$ cat src/rtl/lfsr_burst_ctrl.sv
// Burst sequencer for a Galois LFSR word source. A request asks for N words,
// optionally reseeding first. Each accepted output word steps the LFSR once.
module lfsr_burst_ctrl #(
  parameter int              WIDTH  = 16,
  parameter logic [WIDTH-1:0] POLY_N = 16'hB400,
  parameter logic [WIDTH-1:0] SEED   = 16'hACE1,
  parameter int              CNT_W  = 8
) (
  input  logic             clk,
  input  logic             rst,
  input  logic             req_valid,
  output logic             req_ready,
  input  logic [CNT_W-1:0] req_count,
  input  logic             req_seed_load,
  input  logic [WIDTH-1:0] req_seed,
  input  logic             abort,
  output logic             out_valid,
  input  logic             out_ready,
  output logic [WIDTH-1:0] out_data,
  output logic             out_last,
  output logic             busy,
  output logic             done,
  output logic             seed_err
);

  // Handshakes: a transfer happens on a rising edge where valid and ready are
  // both high; valid never depends on ready, and out_data/out_last stay
  // stable while out_valid is high and out_ready is low.

  typedef enum logic {IDLE, RUN} state_t;

  state_t           state_q, state_d;
  logic [WIDTH-1:0] lfsr_q, lfsr_d, lfsr_step;
  logic [CNT_W-1:0] remaining_q, remaining_d;
  logic             done_q, done_d;
  logic             seed_err_q, seed_err_d;

  // Galois step: shift toward bit 0, feed bit 0 back through the tap mask.
  always_comb begin
    lfsr_step = '0;
    for (int i = 0; i < WIDTH - 1; i++) begin
      lfsr_step[i] = lfsr_q[i+1] ^ (POLY_N[i] & lfsr_q[0]);
    end
    lfsr_step[WIDTH-1] = lfsr_q[0];
  end

  always_comb begin
    state_d     = state_q;
    lfsr_d      = lfsr_q;
    remaining_d = remaining_q;
    done_d      = 1'b0;
    seed_err_d  = 1'b0;
    req_ready   = 1'b0;
    out_valid   = 1'b0;
    out_last    = 1'b0;
    busy        = 1'b0;

    case (state_q)
      IDLE: begin
        req_ready = 1'b1;
        if (req_valid) begin
          if (req_seed_load) begin
            // An all-zero LFSR would lock up, so substitute the reset seed.
            if (req_seed == '0) begin
              lfsr_d     = SEED;
              seed_err_d = 1'b1;
            end else begin
              lfsr_d = req_seed;
            end
          end
          if (req_count == '0) begin
            done_d = 1'b1;
          end else begin
            remaining_d = req_count;
            state_d     = RUN;
          end
        end
      end

      RUN: begin
        out_valid = 1'b1;
        busy      = 1'b1;
        out_last  = (remaining_q == CNT_W'(1));
        if (abort) begin
          state_d = IDLE;
          done_d  = 1'b1;
        end else if (out_ready) begin
          lfsr_d      = lfsr_step;
          remaining_d = remaining_q - CNT_W'(1);
          if (remaining_q == CNT_W'(1)) begin
            state_d = IDLE;
            done_d  = 1'b1;
          end
        end
      end

      default: state_d = IDLE;
    endcase
  end

  always_ff @(posedge clk) begin
    if (rst) begin
      state_q     <= IDLE;
      lfsr_q      <= SEED;
      remaining_q <= '0;
      done_q      <= 1'b0;
      seed_err_q  <= 1'b0;
    end else begin
      state_q     <= state_d;
      lfsr_q      <= lfsr_d;
      remaining_q <= remaining_d;
      done_q      <= done_d;
      seed_err_q  <= seed_err_d;
    end
  end

  assign out_data = lfsr_q;
  assign done     = done_q;
  assign seed_err = seed_err_q;

endmodule
$ cat config.mk
export PLATFORM = sky130hd
export DESIGN_NAME = lfsr_burst_ctrl
export DESIGN_NICKNAME = d
export VERILOG_FILES = /design/src/rtl/lfsr_burst_ctrl.sv
export SDC_FILE = /design/constraint.sdc
export NUM_CORES = 1
export LEC_CHECK = 0
export BUFFER_PORTS_ARGS = -buffer_cell sky130_fd_sc_hd__buf_2
export CAP_MARGIN = 20
export CELL_PAD_IN_SITES_DETAIL_PLACEMENT = 0
export CELL_PAD_IN_SITES_GLOBAL_PLACEMENT = 1
export CORE_UTILIZATION = 36
export DETAILED_ROUTE_END_ITERATION = 7
export MAX_ROUTING_LAYER = met4
export PLACE_DENSITY_LB_ADDON = 0.08
export SYNTH_ARGS = -nofsm -noshare
export SYNTH_HDL_FRONTEND = slang
export SYNTH_SLANG_ARGS = --single-unit
$ cat constraint.sdc
create_clock -name clk -period 2.7 [get_ports clk]
set_clock_uncertainty 0.15 [all_clocks]
set_input_delay 0.135 -clock clk [delete_from_list [all_inputs] [get_ports clk]]
set_output_delay 0.135 -clock clk [all_outputs]
set_load 0.05 [all_outputs]
==> impl_metrics.xml, run 1 <==
<?xml version="1.0" encoding="UTF-8"?>
<metrics>
  <group name="sta">
    <metric name="max_freq" unit="MHz">415.3</metric>
    <metric name="post-route-period-util" unit="%">89.18</metric>
    <metric name="fin_setup_tns" unit="ns">0</metric>
    <metric name="maxSlewHeadroom" unit="%">55.62</metric>
    <metric name="worst-slew-pin-transition" unit="ns">0.6657</metric>
    <metric name="timing.final.setup_violations" unit="">0</metric>
    <metric name="minimum_clock_period_after_layout" unit="ns">2.408</metric>
    <metric name="unrepaired_setup_endpoints_after_global_routing" unit="">no</metric>
    <metric name="fin_hold_viols" unit="">0</metric>
    <metric name="whs" unit="ns">0.007878</metric>
    <metric name="final_count_of_pins_violating_max_slew" unit="">0</metric>
  </group>
  <group name="placed_design">
    <metric name="final_wtd_congestion" unit="">0.7938</metric>
    <metric name="dpl_cell_area" unit="sq um">1788</metric>
    <metric name="numPortBuffers" unit="">51</metric>
    <metric name="dpl.cell_count" unit="">265</metric>
    <metric name="place_hpwl" unit="um">3023</metric>
  </group>
  <group name="critical_path">
    <metric name="crit_fanout" unit="">7</metric>
    <metric name="path_class" unit="">flop to output pin</metric>
    <metric name="worst_setup_path_end_kind" unit="">output pin</metric>
    <metric name="worstPathRequired" unit="ns">2.41</metric>
    <metric name="cp.arrival" unit="ns">2.12</metric>
    <metric name="setup.reg_to_reg.worst_slack" unit="ns">0.54</metric>
    <metric name="cp-start-kind" unit="">flop</metric>
  </group>
  <group name="power_and_ir_drop">
    <metric name="powerDensity" unit="nW/um^2">549.4</metric>
    <metric name="p_int" unit="uW">651.8</metric>
    <metric name="switching_power" unit="uW">360.8</metric>
    <metric name="share_of_total_power_consumed_by_net_switching" unit="%">35.63</metric>
    <metric name="comb_power_share" unit="%">31.8</metric>
    <metric name="clock_power_share" unit="%">22.7</metric>
    <metric name="vdd_ir_drop_max" unit="mV">0.2232</metric>
    <metric name="p_seq_share" unit="%">45.5</metric>
    <metric name="leakage" unit="uW">0.0007942</metric>
  </group>
  <group name="route">
    <metric name="pre_antenna_drt_iters" unit="">5</metric>
    <metric name="via_count" unit="">1500</metric>
    <metric name="drt_iter0_markers" unit="">52</metric>
    <metric name="vias_per_cell" unit="">5.556</metric>
    <metric name="remaining_drc_errors" unit="">0</metric>
    <metric name="detail_route.wirelength" unit="um">4036</metric>
    <metric name="post_drt_wl_per_cell" unit="um">14.95</metric>
    <metric name="ant_nets" unit="">0</metric>
  </group>
  <group name="logic_synthesis">
    <metric name="synth_compound_gate_area_share" unit="%">28.73</metric>
    <metric name="synthAdderAreaFrac" unit="%">1.633</metric>
    <metric name="yosys.cell_types.count" unit="">44</metric>
    <metric name="ys_ff_latch" unit="">27</metric>
    <metric name="syn-num-nets" unit="">206</metric>
    <metric name="yosys.area_share.xor_xnor" unit="%">1.714</metric>
    <metric name="ys.flop_type" unit="">sky130_fd_sc_hd__dfxtp_1</metric>
    <metric name="synth_top_family_by_area" unit="">compound AO/OA/AOI/OAI gates</metric>
    <metric name="synthSimpleGateAreaFrac" unit="%">17.39</metric>
    <metric name="mappedNetlistArea" unit="sq um">1533</metric>
    <metric name="mean_post_synth_cell_area" unit="sq um">8.809</metric>
    <metric name="ys_seq_area_share" unit="%">35.27</metric>
    <metric name="synth_edf_count" unit="">0</metric>
    <metric name="ys_warn_count" unit="">0</metric>
    <metric name="muxShareOfSynthArea" unit="%">4.571</metric>
    <metric name="synth_area_leader_cell" unit="">sky130_fd_sc_hd__dfxtp_1</metric>
    <metric name="netlist_top_cells_area" unit="">sky130_fd_sc_hd__dfxtp_1 35%, sky130_fd_sc_hd__a221oi_1 6.3%, sky130_fd_sc_hd__a211o_1 4.6%, sky130_fd_sc_hd__mux2i_1 4.6%, sky130_fd_sc_hd__a211oi_1 4.4%</metric>
    <metric name="postSynthCellCount" unit="">174</metric>
    <metric name="yosysTopAreaCellShare" unit="%">35.27</metric>
    <metric name="ys_async_sr_fraction" unit="%">0</metric>
  </group>
  <group name="floorplanning">
    <metric name="dieHeight" unit="um">67.25</metric>
    <metric name="core_area" unit="sq um">4058</metric>
    <metric name="start_util" unit="%">37.77</metric>
    <metric name="io_pins" unit="">52</metric>
    <metric name="die_w" unit="um">67.25</metric>
    <metric name="rows" unit="">23</metric>
    <metric name="die_area" unit="sq um">4523</metric>
  </group>
  <group name="flow_run">
    <metric name="max_cap_violations" unit="">0</metric>
  </group>
  <group name="cells_and_area">
    <metric name="fillerInstances" unit="">408</metric>
    <metric name="layout.area.seq" unit="sq um">540.5</metric>
    <metric name="finish.cell_count_without_fillers" unit="">270</metric>
    <metric name="layout_common_cells" unit="">51 x sky130_fd_sc_hd__buf_2, 27 x sky130_fd_sc_hd__dfxtp_1, 16 x sky130_fd_sc_hd__inv_1, 11 x sky130_fd_sc_hd__a221oi_1</metric>
    <metric name="layout-drive-gt1-share" unit="%">29.55</metric>
    <metric name="syn_to_final_growth" unit="%">20.25</metric>
    <metric name="layout.nets" unit="">253</metric>
    <metric name="multi_input_area" unit="sq um">828.3</metric>
    <metric name="fin_util" unit="%">45.42</metric>
    <metric name="insertedDiodeCount" unit="">0</metric>
    <metric name="layout_commonest_cell" unit="">sky130_fd_sc_hd__buf_2</metric>
    <metric name="final_cell_area" unit="sq um">1843</metric>
  </group>
  <group name="grt">
    <metric name="maximum_number_of_pins_on_one_net_before_global_route_repair" unit="">33</metric>
    <metric name="antenna_found_initial" unit="">0</metric>
    <metric name="grt_pass1_vias" unit="">1442</metric>
    <metric name="global_route_wire_length_before_repair" unit="um">6603</metric>
    <metric name="globalRoute.totalOverflow" unit="">0</metric>
    <metric name="grt.total_usage" unit="%">19.83</metric>
  </group>
  <group name="cts">
    <metric name="cts-root-to-sink-buffers" unit="">2</metric>
    <metric name="cts-buffers-inserted" unit="">3</metric>
    <metric name="clock-sinks" unit="">27</metric>
    <metric name="post_cts.repair.setup_buffers" unit="">0</metric>
    <metric name="clock_tree.htree_level_count" unit="">1</metric>
    <metric name="insertion_delay" unit="ns">0.27</metric>
    <metric name="cts_resized" unit="">0</metric>
    <metric name="cts_tree" unit="">done</metric>
    <metric name="cts-root-buf" unit="">sky130_fd_sc_hd__clkbuf_8</metric>
    <metric name="clk_pin_slew_worst_paths" unit="ns">0.09</metric>
  </group>
  <group name="hold_path">
    <metric name="min_path_type" unit="">input port to flop</metric>
  </group>
  <group name="outcome">
    <metric name="status" unit="">completed</metric>
  </group>
</metrics>
-- flip-flops by register name (all words and copies together), names as in the netlist --
signal,flops
seed_err,1
done,1
remaining_q,8
state_q,1
out_data,16
-- cell type report --
type / instances / share of cell area, %
Multi-Input combinational cell: 115 / 44.94
Sequential cell: 27 / 29.33
Timing Repair Buffer: 57 / 16.43
Inverter: 17 / 3.462
Tap cell: 50 / 3.394
Clock buffer: 4 / 2.444
-- critical path: stages (launching register included) --
cell and delay (ns):
sky130_fd_sc_hd__dfxtp_1 0.37, sky130_fd_sc_hd__or4_1 0.59, sky130_fd_sc_hd__nor4b_1 0.43, sky130_fd_sc_hd__and2_1 0.20, sky130_fd_sc_hd__buf_2 0.26
-- layer usage --
metal / vias up / track usage, % / part of all wire, %
met5: - / - / 0
met4: 0 / 7.713 / 1.2
met3: 5 / 2.534 / 4.3
met2: 44 / 35.38 / 52
met1: 706 / 22.26 / 42
li1: 745 / - / -
-- logic make-up after synthesis --
family                     after synthesis
AOI/OAI and AO/OA                       57
DFF                                     27
adders and majority gates                2
and+or+nand+nor                         46
buffers and inverters                   32
xor gates and xnor gates                 3
muxes                                    7
-- final timing paths --
| check | start | to | cells after the start |
|---|---|---|---|
| max | remaining_q[3]$_SDFFE_PP0P_ | out_last | 4 |
| min | req_seed[1] | out_data[1]$_SDFFE_PP0P_ | 3 |
| max reg2reg | remaining_q[1]$_SDFFE_PP0P_ | remaining_q[6]$_SDFFE_PP0P_ | 6 |
| min reg2reg | out_data[12]$_SDFFE_PP0P_ | out_data[12]$_SDFFE_PP0P_ | 2 |
-- synthesized netlist by cell type, drive strengths merged, types with 3 or more instances --
cell type  count
clkbuf        13
nand2b         3
o32ai          4
a221oi        11
mux2i          7
a211oi         9
nor4           7
inv           16
a211o          8
dfxtp         27
and2           3
a21oi         10
nor3           4
nor2          10
nand2          5
-- timing repair --
item                                    in CTS  in global routing
hold buffers                                 1                  0
endpoints found under the hold margin        1                  0
endpoints found under the setup margin       0                  0
-- power groups by stage --
stage,Sequential [uW],Clock (uW),Combinational [uW]
after floorplan,543,0,168
after global placement,469,0,318
after detailed placement,470,0,322
after global routing,465,251,351
after CTS,461,237,324
final,461,230,322
-- stage by stage --
step	power, uW	worst slack [ns]
floorplan	710.6	0.4906
global placement	786.1	0.6230
detailed placement	792.3	0.5680
CTS	1022	0.2882
global route	1067	0.1616
finish	1013	0.2922
Note: power is estimated with default switching activity, not from simulation.
==> run 2, diff against run 1 <==
Settings changed: CORE_ASPECT_RATIO from default to 0.5.
==> impl_metrics.xml, run 2 (synthesis results as in run 1) <==
<?xml version="1.0" encoding="UTF-8"?>
<metrics>
  <group name="outcome">
    <metric name="status" unit="">completed</metric>
  </group>
  <group name="sta">
    <metric name="fin_setup_tns" unit="ns">0</metric>
    <metric name="minimum_clock_period_after_layout" unit="ns">2.393</metric>
    <metric name="final_count_of_pins_violating_max_slew" unit="">0</metric>
    <metric name="worst-slew-pin-transition" unit="ns">0.8364</metric>
    <metric name="max_freq" unit="MHz">417.9</metric>
    <metric name="unrepaired_setup_endpoints_after_global_routing" unit="">no</metric>
    <metric name="timing.final.setup_violations" unit="">0</metric>
    <metric name="post-route-period-util" unit="%">88.62</metric>
    <metric name="maxSlewHeadroom" unit="%">43.50</metric>
    <metric name="fin_hold_viols" unit="">0</metric>
  </group>
  <group name="grt">
    <metric name="globalRoute.totalOverflow" unit="">0</metric>
    <metric name="grt.total_usage" unit="%">18.45</metric>
    <metric name="grt_pass1_vias" unit="">1215</metric>
    <metric name="antenna_found_initial" unit="">0</metric>
    <metric name="global_route_wire_length_before_repair" unit="um">6092</metric>
    <metric name="maximum_number_of_pins_on_one_net_before_global_route_repair" unit="">33</metric>
  </group>
  <group name="floorplanning">
    <metric name="dieHeight" unit="um">48.14</metric>
    <metric name="rows" unit="">16</metric>
    <metric name="io_pins" unit="">52</metric>
    <metric name="die_area" unit="sq um">4538</metric>
    <metric name="core_area" unit="sq um">3984</metric>
    <metric name="die_w" unit="um">94.28</metric>
    <metric name="start_util" unit="%">38.47</metric>
  </group>
  <group name="route">
    <metric name="drt_iter0_markers" unit="">49</metric>
    <metric name="remaining_drc_errors" unit="">0</metric>
    <metric name="detail_route.wirelength" unit="um">3935</metric>
    <metric name="vias_per_cell" unit="">5.404</metric>
    <metric name="ant_nets" unit="">0</metric>
    <metric name="via_count" unit="">1486</metric>
    <metric name="pre_antenna_drt_iters" unit="">4</metric>
    <metric name="post_drt_wl_per_cell" unit="um">14.31</metric>
  </group>
  <group name="critical_path">
    <metric name="cp_cell_sequence" unit="">or4_1, nor4b_1, and2_1, buf_2</metric>
    <metric name="path_class" unit="">flop to output pin</metric>
    <metric name="crit_path_top_delay_cell" unit="">sky130_fd_sc_hd__or4_1</metric>
    <metric name="cp.arrival" unit="ns">2.11</metric>
    <metric name="cp-start-kind" unit="">flop</metric>
    <metric name="worstPathRequired" unit="ns">2.41</metric>
    <metric name="worst_path_largest_cell_delay" unit="ns">0.60</metric>
    <metric name="crit_fanout" unit="">7</metric>
    <metric name="worst_setup_path_end_kind" unit="">output pin</metric>
  </group>
  <group name="cells_and_area">
    <metric name="layout.nets" unit="">254</metric>
    <metric name="multi_input_area" unit="sq um">828.3</metric>
    <metric name="layout-drive-gt1-share" unit="%">28.96</metric>
    <metric name="layout_common_cells" unit="">51 x sky130_fd_sc_hd__buf_2, 27 x sky130_fd_sc_hd__dfxtp_1, 16 x sky130_fd_sc_hd__inv_1, 11 x sky130_fd_sc_hd__a221oi_1</metric>
    <metric name="fillerInstances" unit="">426</metric>
    <metric name="layout_commonest_cell" unit="">sky130_fd_sc_hd__buf_2</metric>
    <metric name="layout.area.seq" unit="sq um">540.5</metric>
    <metric name="syn_to_final_growth" unit="%">21.88</metric>
    <metric name="insertedDiodeCount" unit="">0</metric>
    <metric name="largest_reg_flops" unit="">16</metric>
  </group>
  <group name="flow_run">
    <metric name="max_cap_violations" unit="">0</metric>
  </group>
  <group name="placed_design">
    <metric name="final_wtd_congestion" unit="">0.8035</metric>
    <metric name="place_hpwl" unit="um">2797</metric>
    <metric name="numPortBuffers" unit="">51</metric>
  </group>
  <group name="cts">
    <metric name="clock_tree.htree_level_count" unit="">1</metric>
    <metric name="cts_tree" unit="">done</metric>
    <metric name="insertion_delay" unit="ns">0.28</metric>
    <metric name="cts-root-buf" unit="">sky130_fd_sc_hd__clkbuf_8</metric>
    <metric name="cts_resized" unit="">0</metric>
    <metric name="cts-buffers-inserted" unit="">3</metric>
    <metric name="clk_pin_slew_worst_paths" unit="ns">0.10</metric>
    <metric name="cts-root-to-sink-buffers" unit="">2</metric>
    <metric name="post_cts.repair.setup_buffers" unit="">0</metric>
    <metric name="ctsHoldBuffers" unit="">4</metric>
    <metric name="clock-sinks" unit="">27</metric>
  </group>
  <group name="hold_path">
    <metric name="min_path_type" unit="">input port to flop</metric>
  </group>
  <group name="power_and_ir_drop">
    <metric name="leakage" unit="uW">0.0008033</metric>
    <metric name="post-layout-total-power" unit="uW">1028</metric>
    <metric name="powerDensity" unit="nW/um^2">550.1</metric>
    <metric name="vdd_ir_drop_max" unit="mV">0.2293</metric>
  </group>
</metrics>
run 2: changes by cell type in the layout (fill, tap and decap cells not counted):
cell	change
sky130_fd_sc_hd__buf_4	-2
sky130_fd_sc_hd__clkbuf_1	-1
sky130_fd_sc_hd__dlygate4sd3_1	+3
sky130_fd_sc_hd__inv_6	+1
run 2: worst paths after layout:
check / start / endpoint / slack, ns / depth (start not counted)
worst min-delay path: req_seed[4] / out_data[4]$_SDFFE_PP0P_ / 0.05 / 3
worst min register to register: out_data[12]$_SDFFE_PP0P_ / out_data[12]$_SDFFE_PP0P_ / 0.34 / 2
worst max register to register: remaining_q[0]$_SDFFE_PP0P_ / remaining_q[6]$_SDFFE_PP0P_ / 0.58 / 6
worst max-delay path: remaining_q[3]$_SDFFE_PP0P_ / out_last / 0.31 / 4
run 2: metrics by stage:
| step | std cells | setup WS [ns] | cell area [sq um] | hold WS, ns | util, % |
|---|---|---|---|---|---|
| after floorplan | 174 | 0.4906 | 1533 | 0.1466 | - |
| after global placement | 267 | 0.6395 | 1778 | 0.2708 | 44.63 |
| after detailed placement | 267 | 0.5990 | 1778 | 0.2710 | 44.63 |
| after CTS | 275 | 0.2919 | 1868 | 0.03907 | 46.89 |
| after global routing | 275 | 0.1736 | 1868 | 0.04300 | 46.89 |
| final | 275 | 0.3073 | 1868 | 0.04554 | 46.89 |
run 2: area by class of cell:
type | count | area share (%)
clock buffers | 3 | 2.210
clock inverters | 1 | 0.4689
inverters | 17 | 3.416
multi-input cells | 115 | 44.34
flip-flops and latches | 27 | 28.94
well taps | 54 | 3.617
repair buffers | 58 | 17.01
run 2: critical path, delay by kind of cell (launching register included):
family	cells	cell delay [ns]
buffers and inverters	1	0.25
DFF	1	0.37
and+or+nand+nor	3	1.21
run 2: routing by layer:
layer  share of wire [%]  vias up  track usage (%)
li1                    -      749                -
met3                 5.1        2            4.984
met2                  44       31            29.13
met4                0.20        0            1.846
met1                  51      704            24.72
met5                   0        -                -
run 2: power by group:
part | internal, uW | leakage, uW | switching [uW]
registers | 432 | 0.000223 | 29.2
clock network | 108 | 0.0000261 | 139
logic | 113 | 0.000554 | 206
==> run 3, diff against run 2 <==
Settings changed: PLACE_DENSITY_LB_ADDON 0.08 to 0.1.
==> impl_metrics.xml, run 3 (synthesis results as in run 1) <==
<?xml version="1.0" encoding="UTF-8"?>
<metrics>
  <group name="grt">
    <metric name="grt.total_usage" unit="%">18.96</metric>
    <metric name="maximum_number_of_pins_on_one_net_before_global_route_repair" unit="">33</metric>
    <metric name="globalRoute.totalOverflow" unit="">0</metric>
    <metric name="grt_pass1_vias" unit="">1221</metric>
    <metric name="antenna_found_initial" unit="">0</metric>
    <metric name="global_route_wire_length_before_repair" unit="um">6182</metric>
  </group>
  <group name="cts">
    <metric name="cts_tree" unit="">done</metric>
    <metric name="clock_tree.htree_level_count" unit="">1</metric>
    <metric name="insertion_delay" unit="ns">0.27</metric>
    <metric name="post_cts.repair.setup_buffers" unit="">0</metric>
    <metric name="cts-buffers-inserted" unit="">3</metric>
    <metric name="cts-root-buf" unit="">sky130_fd_sc_hd__clkbuf_8</metric>
    <metric name="cts_resized" unit="">0</metric>
    <metric name="cts-root-to-sink-buffers" unit="">2</metric>
    <metric name="clock-sinks" unit="">27</metric>
    <metric name="clk_pin_slew_worst_paths" unit="ns">0.10</metric>
  </group>
  <group name="route">
    <metric name="detail_route.wirelength" unit="um">4018</metric>
    <metric name="post_drt_wl_per_cell" unit="um">14.61</metric>
    <metric name="ant_nets" unit="">0</metric>
    <metric name="vias_per_cell" unit="">5.345</metric>
    <metric name="drt_iter0_markers" unit="">44</metric>
    <metric name="via_count" unit="">1470</metric>
    <metric name="pre_antenna_drt_iters" unit="">5</metric>
    <metric name="remaining_drc_errors" unit="">0</metric>
  </group>
  <group name="cells_and_area">
    <metric name="layout.nets" unit="">254</metric>
    <metric name="largest_reg_flops" unit="">16</metric>
    <metric name="layout_commonest_cell" unit="">sky130_fd_sc_hd__buf_2</metric>
    <metric name="layout-drive-gt1-share" unit="%">30.32</metric>
    <metric name="syn_to_final_growth" unit="%">21.31</metric>
    <metric name="layout_common_cells" unit="">51 x sky130_fd_sc_hd__buf_2, 27 x sky130_fd_sc_hd__dfxtp_1, 16 x sky130_fd_sc_hd__inv_1, 11 x sky130_fd_sc_hd__a221oi_1</metric>
    <metric name="fin_util" unit="%">46.67</metric>
    <metric name="insertedDiodeCount" unit="">0</metric>
  </group>
  <group name="sta">
    <metric name="unrepaired_setup_endpoints_after_global_routing" unit="">no</metric>
    <metric name="post-route-period-util" unit="%">88.76</metric>
    <metric name="timing.final.setup_violations" unit="">0</metric>
    <metric name="final_count_of_pins_violating_max_slew" unit="">0</metric>
    <metric name="fin_setup_tns" unit="ns">0</metric>
    <metric name="maxSlewHeadroom" unit="%">60.19</metric>
    <metric name="worst-slew-pin-transition" unit="ns">0.5971</metric>
    <metric name="final_critical_path_setup_slack" unit="ns">0.3035</metric>
    <metric name="fin_hold_viols" unit="">0</metric>
    <metric name="minimum_clock_period_after_layout" unit="ns">2.397</metric>
    <metric name="max_freq" unit="MHz">417.3</metric>
  </group>
  <group name="placed_design">
    <metric name="place_hpwl" unit="um">2878</metric>
    <metric name="dp_slack" unit="ns">0.5945</metric>
    <metric name="numPortBuffers" unit="">51</metric>
    <metric name="final_wtd_congestion" unit="">0.8095</metric>
  </group>
  <group name="power_and_ir_drop">
    <metric name="leakage" unit="uW">0.0007977</metric>
    <metric name="vdd_ir_drop_max" unit="mV">0.1869</metric>
    <metric name="powerDensity" unit="nW/um^2">553.0</metric>
  </group>
  <group name="flow_run">
    <metric name="max_cap_violations" unit="">0</metric>
  </group>
  <group name="outcome">
    <metric name="status" unit="">completed</metric>
  </group>
  <group name="floorplanning">
    <metric name="rows" unit="">16</metric>
    <metric name="io_pins" unit="">52</metric>
    <metric name="die_w" unit="um">94.28</metric>
    <metric name="start_util" unit="%">38.47</metric>
    <metric name="dieHeight" unit="um">48.14</metric>
    <metric name="core_area" unit="sq um">3984</metric>
    <metric name="die_area" unit="sq um">4538</metric>
  </group>
  <group name="critical_path">
    <metric name="worstPathRequired" unit="ns">2.41</metric>
    <metric name="cp.arrival" unit="ns">2.11</metric>
    <metric name="path_class" unit="">flop to output pin</metric>
    <metric name="worst_setup_path_end_kind" unit="">output pin</metric>
    <metric name="crit_fanout" unit="">7</metric>
    <metric name="cp-start-kind" unit="">flop</metric>
  </group>
  <group name="hold_path">
    <metric name="min_path_type" unit="">input port to flop</metric>
  </group>
</metrics>
## run 3: critical path, stage by stage (launching register included)
cell and delay, ns:
sky130_fd_sc_hd__dfxtp_1 0.37, sky130_fd_sc_hd__or4_1 0.59, sky130_fd_sc_hd__nor4b_1 0.42, sky130_fd_sc_hd__and2_1 0.19, sky130_fd_sc_hd__buf_2 0.26
## run 3: per-stage QoR
| stage | hold slack, ns | instances | power, uW | instance area (sq um) |
|---|---|---|---|---|
| global route | 0.01473 | 275 | 1082 | 1859 |
| CTS | 0.008450 | 275 | 1035 | 1859 |
| finish | 0.009797 | 275 | 1028 | 1859 |
| detailed placement | 0.2795 | 270 | 792.6 | 1800 |
| global placement | 0.2744 | 270 | 791.9 | 1800 |
| floorplan | 0.1466 | 174 | 710.6 | 1533 |
## run 3: path summary, 6_finish.rpt
| check | cells after the start | to | slack (ns) | from |
|---|---|---|---|---|
| max | 4 | out_last | 0.30 | remaining_q[3]$_SDFFE_PP0P_ |
| min reg2reg | 2 | out_data[12]$_SDFFE_PP0P_ | 0.34 | out_data[12]$_SDFFE_PP0P_ |
| min | 3 | seed_err$_SDFF_PP0_ | 0.01 | req_seed_load |
| max reg2reg | 6 | remaining_q[6]$_SDFFE_PP0P_ | 0.59 | remaining_q[0]$_SDFFE_PP0P_ |
## run 3: routing by layer
layer  vias up  part of all wire [%]  GRT usage [%]
met1       682                    51          26.10
met2        41                    41          28.41
li1        745                     -              -
met4         0                  0.20          2.769
met3         2                   7.5          5.140
met5         -                     0              -
## run 3: layout make-up
type / count / area [sq um]
well taps: 54 / 67.56
repair buffers: 58 / 310.3
clock inverters: 1 / 7.507
fillers: 418 / 2125
flip-flops and latches: 27 / 540.5
inverters: 17 / 63.81
multi-input cells: 115 / 828.3
clock buffers: 3 / 41.29
## run 3: timing repair
action,4_1_cts,5_1_grt
setup endpoints to repair,0,0
hold buffers,1,0
hold endpoints to repair,1,0
## run 3: where the power goes
| part | switching, uW | internal (uW) | total, uW |
|---|---|---|---|
| clock | 138 | 105 | 243 |
| sequential | 30.7 | 432 | 463 |
| combinational | 207 | 116 | 323 |
